$ cat src/rtl/p_cacheline_adaptor_pkg.sv
// Shared burst-side types and constants for the cache-line to burst adaptor.
package burst_types;

  localparam int LINE_W      = 256;
  localparam int BEAT_W      = 64;
  localparam int BEATS       = LINE_W / BEAT_W;
  localparam int OFFSET_BITS = 5;
  localparam int BEAT_IDX_W  = $clog2(BEATS);
  localparam int BEAT_SH     = $clog2(BEAT_W);

  typedef enum logic [1:0] {
    IDLE  = 2'd0,
    READ  = 2'd1,
    WRITE = 2'd2,
    DONE  = 2'd3
  } adaptor_state_t;

  // Beat index that follows k, wrapping at the end of the line.
  function automatic logic [BEAT_IDX_W-1:0] next_beat(input logic [BEAT_IDX_W-1:0] k);
    return k + BEAT_IDX_W'(1);
  endfunction

endpackage

$ cat src/rtl/p_cacheline_adaptor_line_shift_reg.sv
// Line-wide holding register: whole-line load, indexed beat load, indexed beat select.
module line_shift_reg
  import burst_types::*;
(
  input  logic                  clk,
  input  logic                  rst,
  input  logic                  load_line,
  input  logic [LINE_W-1:0]     line_in,
  input  logic                  load_beat,
  input  logic [BEAT_IDX_W-1:0] beat_idx,
  input  logic [BEAT_W-1:0]     beat_in,
  input  logic [BEAT_IDX_W-1:0] sel_idx,
  output logic [BEAT_W-1:0]     beat_out,
  output logic [LINE_W-1:0]     line_d
);

  logic [LINE_W-1:0]               line_r;
  logic [BEAT_IDX_W+BEAT_SH-1:0]   load_base_s;
  logic [BEAT_IDX_W+BEAT_SH-1:0]   sel_base_s;

  assign load_base_s = {beat_idx, {BEAT_SH{1'b0}}};
  assign sel_base_s  = {sel_idx, {BEAT_SH{1'b0}}};

  // Next line contents; exposed so the final read beat can be captured in the same cycle.
  always_comb begin
    line_d = line_r;
    if (load_line) begin
      line_d = line_in;
    end else if (load_beat) begin
      line_d[load_base_s +: BEAT_W] = beat_in;
    end else begin
      line_d = line_r;
    end
  end

  // Line storage.
  always_ff @(posedge clk) begin
    if (rst) begin
      line_r <= {LINE_W{1'b0}};
    end else begin
      line_r <= line_d;
    end
  end

  assign beat_out = line_r[sel_base_s +: BEAT_W];

endmodule

$ cat src/rtl/p_cacheline_adaptor.sv
// Converts a 256-bit cache-line read/write-back into a 4-beat 64-bit burst and
// returns a one-cycle line response when the burst completes.
module p_cacheline_adaptor
  import burst_types::*;
#(
  parameter int ADDR_W = 32
) (
  input  logic              clk,
  input  logic              rst,
  input  logic [ADDR_W-1:0] line_address_i,
  input  logic              line_read_i,
  input  logic              line_write_i,
  input  logic [LINE_W-1:0] line_wdata_i,
  output logic [LINE_W-1:0] line_rdata_o,
  output logic              line_resp_o,
  output logic [ADDR_W-1:0] burst_address_o,
  output logic              burst_read_o,
  output logic              burst_write_o,
  output logic [BEAT_W-1:0] burst_wdata_o,
  input  logic [BEAT_W-1:0] burst_rdata_i,
  input  logic              burst_resp_i
);

  localparam logic [ADDR_W-1:0] OFFSET_MASK = ADDR_W'((32'd1 << OFFSET_BITS) - 32'd1);

  adaptor_state_t        state_r, state_d;
  logic [BEAT_IDX_W-1:0] beat_cnt_r;
  logic [ADDR_W-1:0]     addr_r;
  logic [LINE_W-1:0]     line_rdata_r;
  logic                  line_resp_r;
  logic                  burst_read_r;
  logic                  burst_write_r;
  logic [BEAT_W-1:0]     burst_wdata_r, burst_wdata_d;

  logic                  in_burst_s, beat_ack_s, last_beat_s;
  logic                  load_line_s, load_beat_s, accept_s;
  logic [BEAT_W-1:0]     next_wbeat_s;
  logic [LINE_W-1:0]     line_next_s;

  assign in_burst_s  = (state_r == READ) || (state_r == WRITE);
  assign beat_ack_s  = in_burst_s && burst_resp_i;
  assign last_beat_s = beat_ack_s && (beat_cnt_r == BEAT_IDX_W'(BEATS - 1));
  assign accept_s    = (state_r == IDLE) && (line_read_i || line_write_i);
  assign load_line_s = (state_r == IDLE) && line_write_i;
  assign load_beat_s = (state_r == READ) && burst_resp_i;

  line_shift_reg u_line (
    .clk       (clk),
    .rst       (rst),
    .load_line (load_line_s),
    .line_in   (line_wdata_i),
    .load_beat (load_beat_s),
    .beat_idx  (beat_cnt_r),
    .beat_in   (burst_rdata_i),
    .sel_idx   (next_beat(beat_cnt_r)),
    .beat_out  (next_wbeat_s),
    .line_d    (line_next_s)
  );

  // Next-state logic; write wins when both requests arrive together.
  always_comb begin
    state_d = state_r;
    case (state_r)
      IDLE: begin
        if (line_write_i) begin
          state_d = WRITE;
        end else if (line_read_i) begin
          state_d = READ;
        end else begin
          state_d = IDLE;
        end
      end
      READ, WRITE: begin
        if (last_beat_s) begin
          state_d = DONE;
        end else begin
          state_d = state_r;
        end
      end
      DONE:    state_d = IDLE;
      default: state_d = IDLE;
    endcase
  end

  // Write beat presented next cycle: first beat straight from the request, later beats from the held line.
  always_comb begin
    burst_wdata_d = {BEAT_W{1'b0}};
    if (state_d != WRITE) begin
      burst_wdata_d = {BEAT_W{1'b0}};
    end else if (state_r == IDLE) begin
      burst_wdata_d = line_wdata_i[BEAT_W-1:0];
    end else if (beat_ack_s) begin
      burst_wdata_d = next_wbeat_s;
    end else begin
      burst_wdata_d = burst_wdata_r;
    end
  end

  // State register.
  always_ff @(posedge clk) begin
    if (rst) begin
      state_r <= IDLE;
    end else begin
      state_r <= state_d;
    end
  end

  // Beat counter: advances on each accepted beat, held at zero outside a burst.
  always_ff @(posedge clk) begin
    if (rst) begin
      beat_cnt_r <= {BEAT_IDX_W{1'b0}};
    end else if (beat_ack_s) begin
      beat_cnt_r <= next_beat(beat_cnt_r);
    end else if (!in_burst_s) begin
      beat_cnt_r <= {BEAT_IDX_W{1'b0}};
    end else begin
      beat_cnt_r <= beat_cnt_r;
    end
  end

  // Registered outputs, decoded from the upcoming state.
  always_ff @(posedge clk) begin
    if (rst) begin
      addr_r        <= {ADDR_W{1'b0}};
      line_rdata_r  <= {LINE_W{1'b0}};
      line_resp_r   <= 1'b0;
      burst_read_r  <= 1'b0;
      burst_write_r <= 1'b0;
      burst_wdata_r <= {BEAT_W{1'b0}};
    end else begin
      if (accept_s) begin
        addr_r <= line_address_i & ~OFFSET_MASK;
      end
      if ((state_r == READ) && last_beat_s) begin
        line_rdata_r <= line_next_s;
      end
      line_resp_r   <= (state_d == DONE);
      burst_read_r  <= (state_d == READ);
      burst_write_r <= (state_d == WRITE);
      burst_wdata_r <= burst_wdata_d;
    end
  end

  assign line_rdata_o    = line_rdata_r;
  assign line_resp_o     = line_resp_r;
  assign burst_address_o = addr_r;
  assign burst_read_o    = burst_read_r;
  assign burst_write_o   = burst_write_r;
  assign burst_wdata_o   = burst_wdata_r;

endmodule

$ cat config.mk
export PLATFORM = sky130hd
export DESIGN_NAME = p_cacheline_adaptor
export DESIGN_NICKNAME = d
export VERILOG_FILES = /design/src/rtl/p_cacheline_adaptor_pkg.sv /design/src/rtl/p_cacheline_adaptor_line_shift_reg.sv /design/src/rtl/p_cacheline_adaptor.sv
export SDC_FILE = /design/constraint.sdc
export NUM_CORES = 1
export LEC_CHECK = 0
export CAP_MARGIN = 20
export CORE_AREA = 5 5 271 273
export DETAILED_ROUTE_END_ITERATION = 10
export DIE_AREA = 0 0 276 278
export HOLD_SLACK_MARGIN = 0.12
export MAX_ROUTING_LAYER = met4
export PLACE_DENSITY_LB_ADDON = 0.08
export SETUP_SLACK_MARGIN = 0.5
export SKIP_LAST_GASP = 1
export SLEW_MARGIN = 10
export SYNTH_ARGS = -nofsm -noshare
export SYNTH_HDL_FRONTEND = slang
export SYNTH_SLANG_ARGS = --single-unit
$ cat constraint.sdc
create_clock -name clk -period 2.95 [get_ports clk]
set_input_delay 0.59 -clock clk [delete_from_list [all_inputs] [get_ports clk]]
set_output_delay 0.59 -clock clk [all_outputs]
set_load 0.01 [all_outputs]
==> impl.org, run 1 <==
** Timing
- Static timing analysis puts the maximum clock frequency at 420 MHz.
- Setup repair after global routing could not meet its margin everywhere.
- Subtracting the final worst setup slack from the clock period gives 2.38 ns.
- The final number of hold-violating endpoints came to 0.
- Setup violators final :: 0
- Maximum clock skew at final layout :: 0.0139 ns
- Worst-case headroom to the max-slew limit :: roughly two fifths
- Post-Route Setup TNS :: 0 ns
- Worst-margin pin slew :: between 0.8 and 0.9 ns
- Number of slew-limit violations in the final report :: 0
- Dividing the final minimum period by the clock period gives approximately four fifths.

** Logic synthesis
- The synthesized design contains 0 enable-type register cells.
- Post-synthesis share of cell area spent on and, or, nand and nor gates :: between 10% and 20%
- Sorting the synthesized cells by area gives the leading types as sky130_fd_sc_hd__dfxtp_1 45%, sky130_fd_sc_hd__a221oi_1 5.7%, sky130_fd_sc_hd__mux2_2 5.3%.
- The mapped netlist covers 27,000 um^2.
- Share of Yosys cell area claimed by the top area cell type :: a little under half
- Async set-reset flop share out of synthesis :: 0%
- Flip-flop and latch count after synthesis :: 610
- In the post-synthesis netlist, the cell with the most instances is sky130_fd_sc_hd__dfxtp_1.
- After technology mapping, the gate count stands at between 3k and 4k.
- Number of distinct library cells after synthesis :: 48
- Cell type with the highest aggregate area in the netlist :: sky130_fd_sc_hd__dfxtp_1
- Of the total synthesized cell area, the portion taken by XOR and XNOR cells is less than 1%.
- Of the total synthesized cell area, the portion taken by full adders, half adders and majority gates is less than 1%.
- Most common library cells after synthesis :: 610 x sky130_fd_sc_hd__dfxtp_1, 323 x sky130_fd_sc_hd__nor2_1, 308 x sky130_fd_sc_hd__nand2_1
- Share of synthesized area occupied by flip-flops and latches :: ~45%
- Most instantiated flip-flop cell in the synthesis netlist :: sky130_fd_sc_hd__dfxtp_1
- By area, the combinational part of the netlist is dominated by compound AO/OA/AOI/OAI gates.
- Yosys printed 0 warnings.
- Mean cell area of the mapped netlist :: 8.68 um^2
- Compound-gate portion of the synthesized area :: 25.3%
- The portion of synthesized area spent on multiplexers is roughly 5.4%.

** Finish
- In the final design database the tool counted around 4.0k nets.
- Counting the fill cells in the layout gives between 6k and 7k.
- Area Growth Syn to Fin :: 38.8%
- Non-filler cells in the finished layout :: 4,677
- Share of final-layout standard cells stronger than drive strength 1 :: 11.2%

** Die
- In this run the standard cell core region covers ~71,000 um^2.
- Initial standard-cell utilization of the core :: a little under two fifths
- After floorplanning, the core was divided into slightly below 100 placement rows.
- I/O Pins :: approximately 700
- Die Span Y :: approximately 280 um
- Total Die Area :: around 77,000 um^2
- Die span in x :: ~280 um

** Clocking
- The clock net in this run drives a total of 610 sinks.
- Clock-pin slew on the worst setup and hold paths :: approximately 0.060 ns
- Largest buffer count on any clock path :: 3
- TritonCTS built the clock tree.
- Clock tree synthesis selected as its root buffer the cell sky130_fd_sc_hd__clkbuf_16.
- H-tree depth reported by CTS :: 3
- Hold repair after CTS inserted 0 buffers.
- TritonCTS created between 70 and 80 clock buffers.
- Clock latency at the later pin of the worst-skew pair :: ~0.60 ns

** Placed design
- Placer's final routability congestion estimate :: 0.885
- Cell count after placement :: 4,514
- IO Port Bufs :: 701
- HPWL reported at the end of detailed placement :: between 80,000 and 90,000 um

** Min path
- The path with the worst hold slack has its endpoint at u_line.line_r[129].
- Along the worst hold path, the cell count comes to 2.
- Startpoint of the worst hold path :: rst
- The worst hold path belongs to the class in2reg.

** Pwr
- The analysis attributes to net switching a power of ~0.0055 W.
- In this run switching power makes up a little over a quarter of total power.
- Highest ir drop seen on vdd :: 349 uV
- The internal power of the cells totals 0.0152 W.
- Cell Pwr Density :: 552 nW/um^2
- The clock network burns 43.0% of the power.
- In this run the static leakage power is around 14 nW.
- In this run, flip-flops and latches consume 42.7% of the power.
- Combinational logic burns approximately 14% of the power.

** GRT
- Total global-route track usage :: 31.8%
- Global-route wire length before repair :: roughly 190,000 um
- The initial antenna violation count came to 28.
- For this run the aggregate overflow at the end of global routing stands at 0.
- Entering global routing, the biggest net connects around 160 pins.
- Number of global-route vias before repair :: between 20k and 30k

** Critical path
- End of the worst register-to-register path :: line_rdata_o[170]
- Type of the worst setup path :: reg2reg
- Crit path max fanout :: 26
- R2R depth :: 7
- STA puts the critical path data required time at between 3 and 4 ns.
- Across all register-to-register paths, the minimum setup slack is 0.57 ns.
- Endpoint class of the critical path :: register
- Critical path startpoint category :: register
- Startpoint of the worst-slack reg-to-reg timing path :: beat_cnt_r[0]
- Arrival @ worst endpoint :: about 2.9 ns

** Route
- The routed design uses 60,800 um of met2 wire.
- The first TritonRoute pass finished after 9 iterations.
- Post-route DRC violation count :: 0
- Detailed routing placed a total of 10,200 um of wire on met3.
- After detailed routing, the total wire length is 127,000 um.
- In the final routed layout, each cell accounts on average for roughly 27 um.
- After detailed routing, the wire length on met1 is 51,000 um.
- The routed layout has roughly 28k vias.
- After detailed routing, no signal wire sits above met4.
- Count of routing violations after the opening detailed-route iteration :: roughly 3k
- Via density :: 6.06
- The detail route stage leaves a number of antenna-violating nets equal to 0.

** Job
- # Max-Cap Violations :: 0

** Outcome
- Result of the run :: finished, final reports clean
==> worst max-delay path, cell delays in order (launching register included) <==
cell,delay (ns)
sky130_fd_sc_hd__dfxtp_4,0.39
sky130_fd_sc_hd__inv_1,0.15
sky130_fd_sc_hd__ha_4,0.37
sky130_fd_sc_hd__or4b_4,0.52
sky130_fd_sc_hd__buf_8,0.24
sky130_fd_sc_hd__o221ai_2,0.21
sky130_fd_sc_hd__o211ai_1,0.18
sky130_fd_sc_hd__a21oi_1,0.20
==> metal layers <==
metal  up-vias  global-route usage, %
met5         -                      -
met4         0                   12.9
met3       269                   6.43
met2      1477                   51.6
met1     14000                   39.2
li1      12600                      -
==> sequential cells by signal, summed over array words and instances (netlist names) <==
name	cells
state_r	2
line_rdata_o	256
u_line.line_r	256
burst_read_o	1
burst_address_o	27
burst_wdata_o	64
burst_write_o	1
beat_cnt_r	2
line_resp_o	1
==> power by group through the flow <==
stage | Clock [W] | Sequential (W) | Combinational [W]
floorplan | 0 | 0.00897 | 0.00156
global placement | 0 | 0.00898 | 0.00286
detailed placement | 0 | 0.00901 | 0.00291
CTS | 0.00904 | 0.00883 | 0.00293
global route | 0.00938 | 0.00887 | 0.00317
finish | 0.00891 | 0.00884 | 0.00297
==> area by class of cell <==
type | instances | area (um^2) | area share [%]
Multi-Input combinational cell | 2112 | 13300 | 35.6
Sequential cell | 610 | 12200 | 32.6
Timing Repair Buffer | 786 | 8130 | 21.7
Clock buffer | 115 | 2190 | 5.83
Tap cell | 950 | 1190 | 3.17
Inverter | 61 | 229 | 0.611
Clock inverter | 15 | 139 | 0.370
Antenna cell | 28 | 70.1 | 0.187
==> through the flow <==
| step | total power [W] | instance area (um^2) | util [%] | setup slack [ns] | hold WS (ns) |
|---|---|---|---|---|---|
| 3_5_place_dp | 0.0119 | 34900 | 49.3 | 0.282 | 0.443 |
| 5_1_grt | 0.0214 | 37500 | 52.9 | 0.487 | 0.286 |
| 6_report | 0.0207 | 37500 | 52.9 | 0.571 | 0.288 |
| 3_3_place_gp | 0.0118 | 34900 | 49.3 | 0.341 | 0.439 |
| 2_1_floorplan | 0.0105 | 27000 | - | 0.785 | 0.481 |
| 4_1_cts | 0.0208 | 37400 | 52.7 | 0.511 | 0.261 |
==> placed cells by master (no fill, tap or decap), types with 9 or more instances in the layout <==
| cell type | instances |
|---|---|
| sky130_fd_sc_hd__a222oi_1 | 64 |
| sky130_fd_sc_hd__o221ai_2 | 50 |
| sky130_fd_sc_hd__o41ai_1 | 9 |
| sky130_fd_sc_hd__a221oi_1 | 175 |
| sky130_fd_sc_hd__buf_12 | 30 |
| sky130_fd_sc_hd__and3_1 | 70 |
| sky130_fd_sc_hd__nand3b_1 | 9 |
| sky130_fd_sc_hd__nor3_1 | 201 |
| sky130_fd_sc_hd__nand2_1 | 307 |
| sky130_fd_sc_hd__o211ai_1 | 55 |
| sky130_fd_sc_hd__nor2_1 | 321 |
| sky130_fd_sc_hd__mux2_2 | 128 |
| sky130_fd_sc_hd__a221oi_2 | 17 |
| sky130_fd_sc_hd__clkdlybuf4s50_1 | 699 |
| sky130_fd_sc_hd__nand4_1 | 56 |
| sky130_fd_sc_hd__buf_4 | 46 |
| sky130_fd_sc_hd__clkbuf_8 | 16 |
| sky130_fd_sc_hd__diode_2 | 28 |
| sky130_fd_sc_hd__inv_1 | 61 |
| sky130_fd_sc_hd__a22o_1 | 61 |
| sky130_fd_sc_hd__dfxtp_1 | 609 |
| sky130_fd_sc_hd__clkbuf_1 | 24 |
| sky130_fd_sc_hd__clkbuf_16 | 75 |
| sky130_fd_sc_hd__a21oi_1 | 212 |
| sky130_fd_sc_hd__nand3_1 | 65 |
| sky130_fd_sc_hd__clkinv_2 | 9 |
| sky130_fd_sc_hd__o21ai_0 | 188 |
| sky130_fd_sc_hd__a21o_1 | 64 |
| sky130_fd_sc_hd__a211oi_1 | 9 |
==> cells by family (layout without fill, tap and decap cells) <==
logic type,count (synthesis),after routing
adder cells (fa/ha/maj),7,7
buffers and inverters,395,977
other,1,33
AND/OR/NAND/NOR,1055,1055
XOR/XNOR,1,1
AO/OA/AOI/OAI,915,915
flip-flops,610,610
multiplexers,129,129
==> repair_timing <==
item	4_1_cts	5_1_grt
endpoints found under the setup margin	193	144
setup buffers	4	0
hold endpoints to repair	0	0
cloned	1	0
resized for setup	9	16
pin swaps	1	0
==> worst max path at each step <==
stage / from / to / slack (ns)
floorplan: beat_cnt_r[0] / line_rdata_o[100] / 0.79
global placement: burst_resp_i / line_rdata_o[207] / 0.34
detailed placement: beat_cnt_r[1] / line_rdata_o[187] / 0.28
CTS: beat_cnt_r[0] / u_line.line_r[60] / 0.51
global route: beat_cnt_r[0] / line_rdata_o[170] / 0.49
finish: beat_cnt_r[0] / line_rdata_o[170] / 0.57
No activity file was read; power rests on OpenSTA's default activity.
==> inputs of run 2 (changes only) <==
==> constraint.sdc (replaced) <==
create_clock -name clk -period 2.2 [get_ports clk]
set_input_delay 0.44 -clock clk [delete_from_list [all_inputs] [get_ports clk]]
set_output_delay 0.44 -clock clk [all_outputs]
set_load 0.01 [all_outputs]
==> run 2 against run 1 <==
Combinational power is 71% higher. Die area unchanged. Final cell count grew 4.1%. Sequential cell count unchanged. Hold slack better by 0.0023 ns. Cell area is 16% higher. Non-clock buffer count up 198. Register-to-register slack got worse by 0.53 ns. Core utilization increased by 8.4 points.
==> impl.org, run 2 (synthesized netlist as in run 1, its figures left out) <==
** Outcome
- Result of the run :: finished, final reports clean

** Pwr
- Highest ir drop seen on vdd :: 534 uV
- Total power for the finished layout comes to between 0.02 and 0.03 W.
- Comb power frac :: around 17%
- Static Leak :: between 15 and 20 nW
- The clock network is responsible for 42.1% of the overall power.
- Cell Pwr Density :: approximately 680 nW/um^2
- Summed over all nets, the switching power comes to ~0.0080 W.
- Of the total power, registers draw ~41%.
- The internal portion of the total power is roughly 0.021 W.
- Of the total power, the share spent switching nets is a little over a quarter.

** Critical path
- Max incr delay on CP :: between 0.5 and 0.6 ns
- Crit path cell chain :: inv_6, ha_4, or4b_4, buf_6, buf_16, o221ai_4, o211ai_1, a21oi_1
- On the critical path, the stage with the largest delay is an instance of sky130_fd_sc_hd__or4b_4.
- STA classifies the critical path startpoint as a register.
- Arrival @ worst endpoint :: 2.69 ns
- STA puts the critical path data required time at 2.72 ns.
- STA classifies the critical path endpoint as a register.
- Along the worst path, the maximum fanout reaches 8.
- The critical path is of the reg2reg type.

** Clocking
- In this run, post-CTS hold repair placed 0 buffers.
- The clock tree synthesis step divided the H-tree into 3 levels.
- The later pin in the worst-skew pair is clocked with a latency of 0.61 ns.
- The cell sitting at the root of the clock tree is a sky130_fd_sc_hd__clkbuf_16.
- Counting along the longest clock path gives a buffer depth of 3.
- Clock-pin slew on the worst setup and hold paths :: around 0.060 ns
- CTS tree :: yes
- Count of clock tree sinks :: between 600 and 700
- The number of clock buffers added by TritonCTS is 70.

** Placed design
- Placer's final routability congestion estimate :: between 0.9 and 1
- Once placement completed, the tool counted placed cells totaling 4,592.
- Pre-CTS WS :: -0.0661 ns
- IO Port Bufs :: approximately 700
- Summed over all nets, the half-perimeter wirelength after detailed placement is about 84,000 um.
- Total placed instance area :: roughly 37,000 um^2

** Timing
- Setup slack on the critical path of the routed design comes to approximately 0.037 ns.
- Post-Route Setup TNS :: 0 ns
- Final clock period utilization by the worst path :: 98.3%
- Maximum clock skew at final layout :: between 0.015 and 0.02 ns
- Number of slew-limit violations in the final report :: 0
- Timing would allow up to ~460 MHz.
- Minimum period implied by the final worst setup slack :: approximately 2.2 ns
- Worst-case headroom to the max-slew limit :: 40.9%
- Setup violations remaining at the end of the flow were counted as 0.
- Setup repair after global routing could not meet its margin everywhere.
- Worst-margin pin slew :: 0.886 ns
- The final number of hold-violating endpoints is 0.

** Route
- In the final routed layout, each cell accounts on average for roughly 30 um.
- Remaining antenna violation count after routing :: 0
- The routed layout has slightly above 30k vias.
- After detailed routing, the number of vias per cell comes to ~6.2.
- For this run, the detailed router's first-pass iteration total came to 9.
- Count of routing violations after the opening detailed-route iteration :: around 3.6k
- Final wirelength :: approximately 140,000 um
- Post-route DRC violation count :: 0

** Finish
- For this run, the post-layout net count is between 4k and 5k.
- Seq. cell area :: 12,300 um^2
- Leaving out fill and tap cells, the most frequent cells in the layout are 653 x sky130_fd_sc_hd__clkdlybuf4s50_1, 584 x sky130_fd_sc_hd__dfxtp_1, 321 x sky130_fd_sc_hd__nor2_1, 306 x sky130_fd_sc_hd__nand2_1, 183 x sky130_fd_sc_hd__nor3_1.
- In the final layout, the share of cells above drive strength 1 is roughly a quarter.
- Leaving out fill and tap cells, the most frequent cell in the layout is sky130_fd_sc_hd__clkdlybuf4s50_1.
- After filler insertion, the fill cell instance count of the layout stands at 5,893.
- Multi-input gate area in the final layout :: approximately 16,000 um^2
- The finished cells cover about 43,000 um^2.
- Compared with the post-synthesis result, the final layout area differs by 61.0%.
- Non-filler cells in the finished layout :: roughly 4.9k

** Die
- From left edge to right edge, the die measures around 280 um.
- Num rows :: 98
- During I/O placement, the number of pins put on the boundary was a little over 700.
- Die Span Y :: ~280 um
- Total Die Area :: between 70,000 and 80,000 um^2
- Placeable core region :: about 70,000 um^2
- The initial utilization of the core area, before any placement, comes to between 30% and 40%.

** GRT
- Global-route wire length before repair :: 199,000 um
- In the global route stage, met1 resource usage came out at between 40 and 50%.
- Global routing used around 35% of the available tracks across all layers.
- Global-route track usage on met2 :: between 50% and 60%
- Most Used Layer, Global Route :: met2
- M3 GR Usage :: under 10%
- Number of global-route vias before repair :: between 20k and 30k
- Congestion Overflow GR :: 0
- Number of antenna violations at the first check in global routing :: 24
- Entering global routing, the biggest net connects between 150 and 200 pins.

** Job
- # Max-Cap Violations :: 0

** Min path
- In this run the worst hold path is classified as in2reg.
[run 2: cell types whose count changed in the layout (fill, tap and decap cells not counted), sizes merged, moves of 5 or more]
cell / change
buf: +181
bufbuf: +5
bufinv: +5
clkbuf: +8
clkdlybuf4s15: +26
clkdlybuf4s50: -46
dlymetal6s2s: +7
[run 2: what timing repair did]
action | 4_1_cts | 5_1_grt
pin swaps | 87 | 157
setup endpoints to repair | 925 | 911
cloned | 35 | 24
buffers inserted | 44 | 23
gates resized for setup | 290 | 237
[run 2: per-stage QoR]
stage          hold slack [ns]  utilization, %
3_3_place_gp             0.440            52.0
5_1_grt                  0.318            61.4
6_report                 0.290            61.4
2_1_floorplan            0.471               -
4_1_cts                  0.257            58.4
3_5_place_dp             0.445            52.0
[run 2: cell type report]
class	instances	share of cell area [%]
repair buffers	984	26.7
well taps	950	2.73
clock inverters	25	0.811
diodes	26	0.150
inverters	61	0.544
multi-input cells	2113	36.1
flip-flops and latches	610	28.2
clock buffers	100	4.75
[run 2: layer usage]
| layer | wire length (um) | up-vias |
|---|---|---|
| met5 | 0 | - |
| li1 | - | 13000 |
| met2 | 66600 | 1958 |
| met4 | 7450 | 0 |
| met1 | 56300 | 14900 |
| met3 | 14400 | 430 |
[run 2: final timing paths]
check | start | to | slack [ns] | cells past startpoint
max | beat_cnt_r[0] | line_rdata_o[149] | 0.04 | 8
min | rst | beat_cnt_r[0] | 0.29 | 3
max reg2reg | beat_cnt_r[0] | line_rdata_o[149] | 0.04 | 8
min reg2reg | line_rdata_o[163] | line_rdata_o[163] | 0.45 | 2
[run 2: critical path, delay by kind of cell, from the launching register on]
| family | cells | cell delay [ns] |
|---|---|---|
| flip-flops | 1 | 0.39 |
| adder cells (fa/ha/maj) | 1 | 0.28 |
| AO/OA/AOI/OAI | 3 | 0.49 |
| AND/OR/NAND/NOR | 1 | 0.53 |
| buffers and inverters | 3 | 0.37 |
[run 2: power groups by stage]
stage | combinational [W] | clock, W | sequential (W)
after CTS | 0.00457 | 0.0125 | 0.0119
after global routing | 0.00533 | 0.0129 | 0.0120
after floorplan | 0.00234 | 0 | 0.0121
after detailed placement | 0.00432 | 0 | 0.0121
final | 0.00507 | 0.0124 | 0.0119
after global placement | 0.00427 | 0 | 0.0121
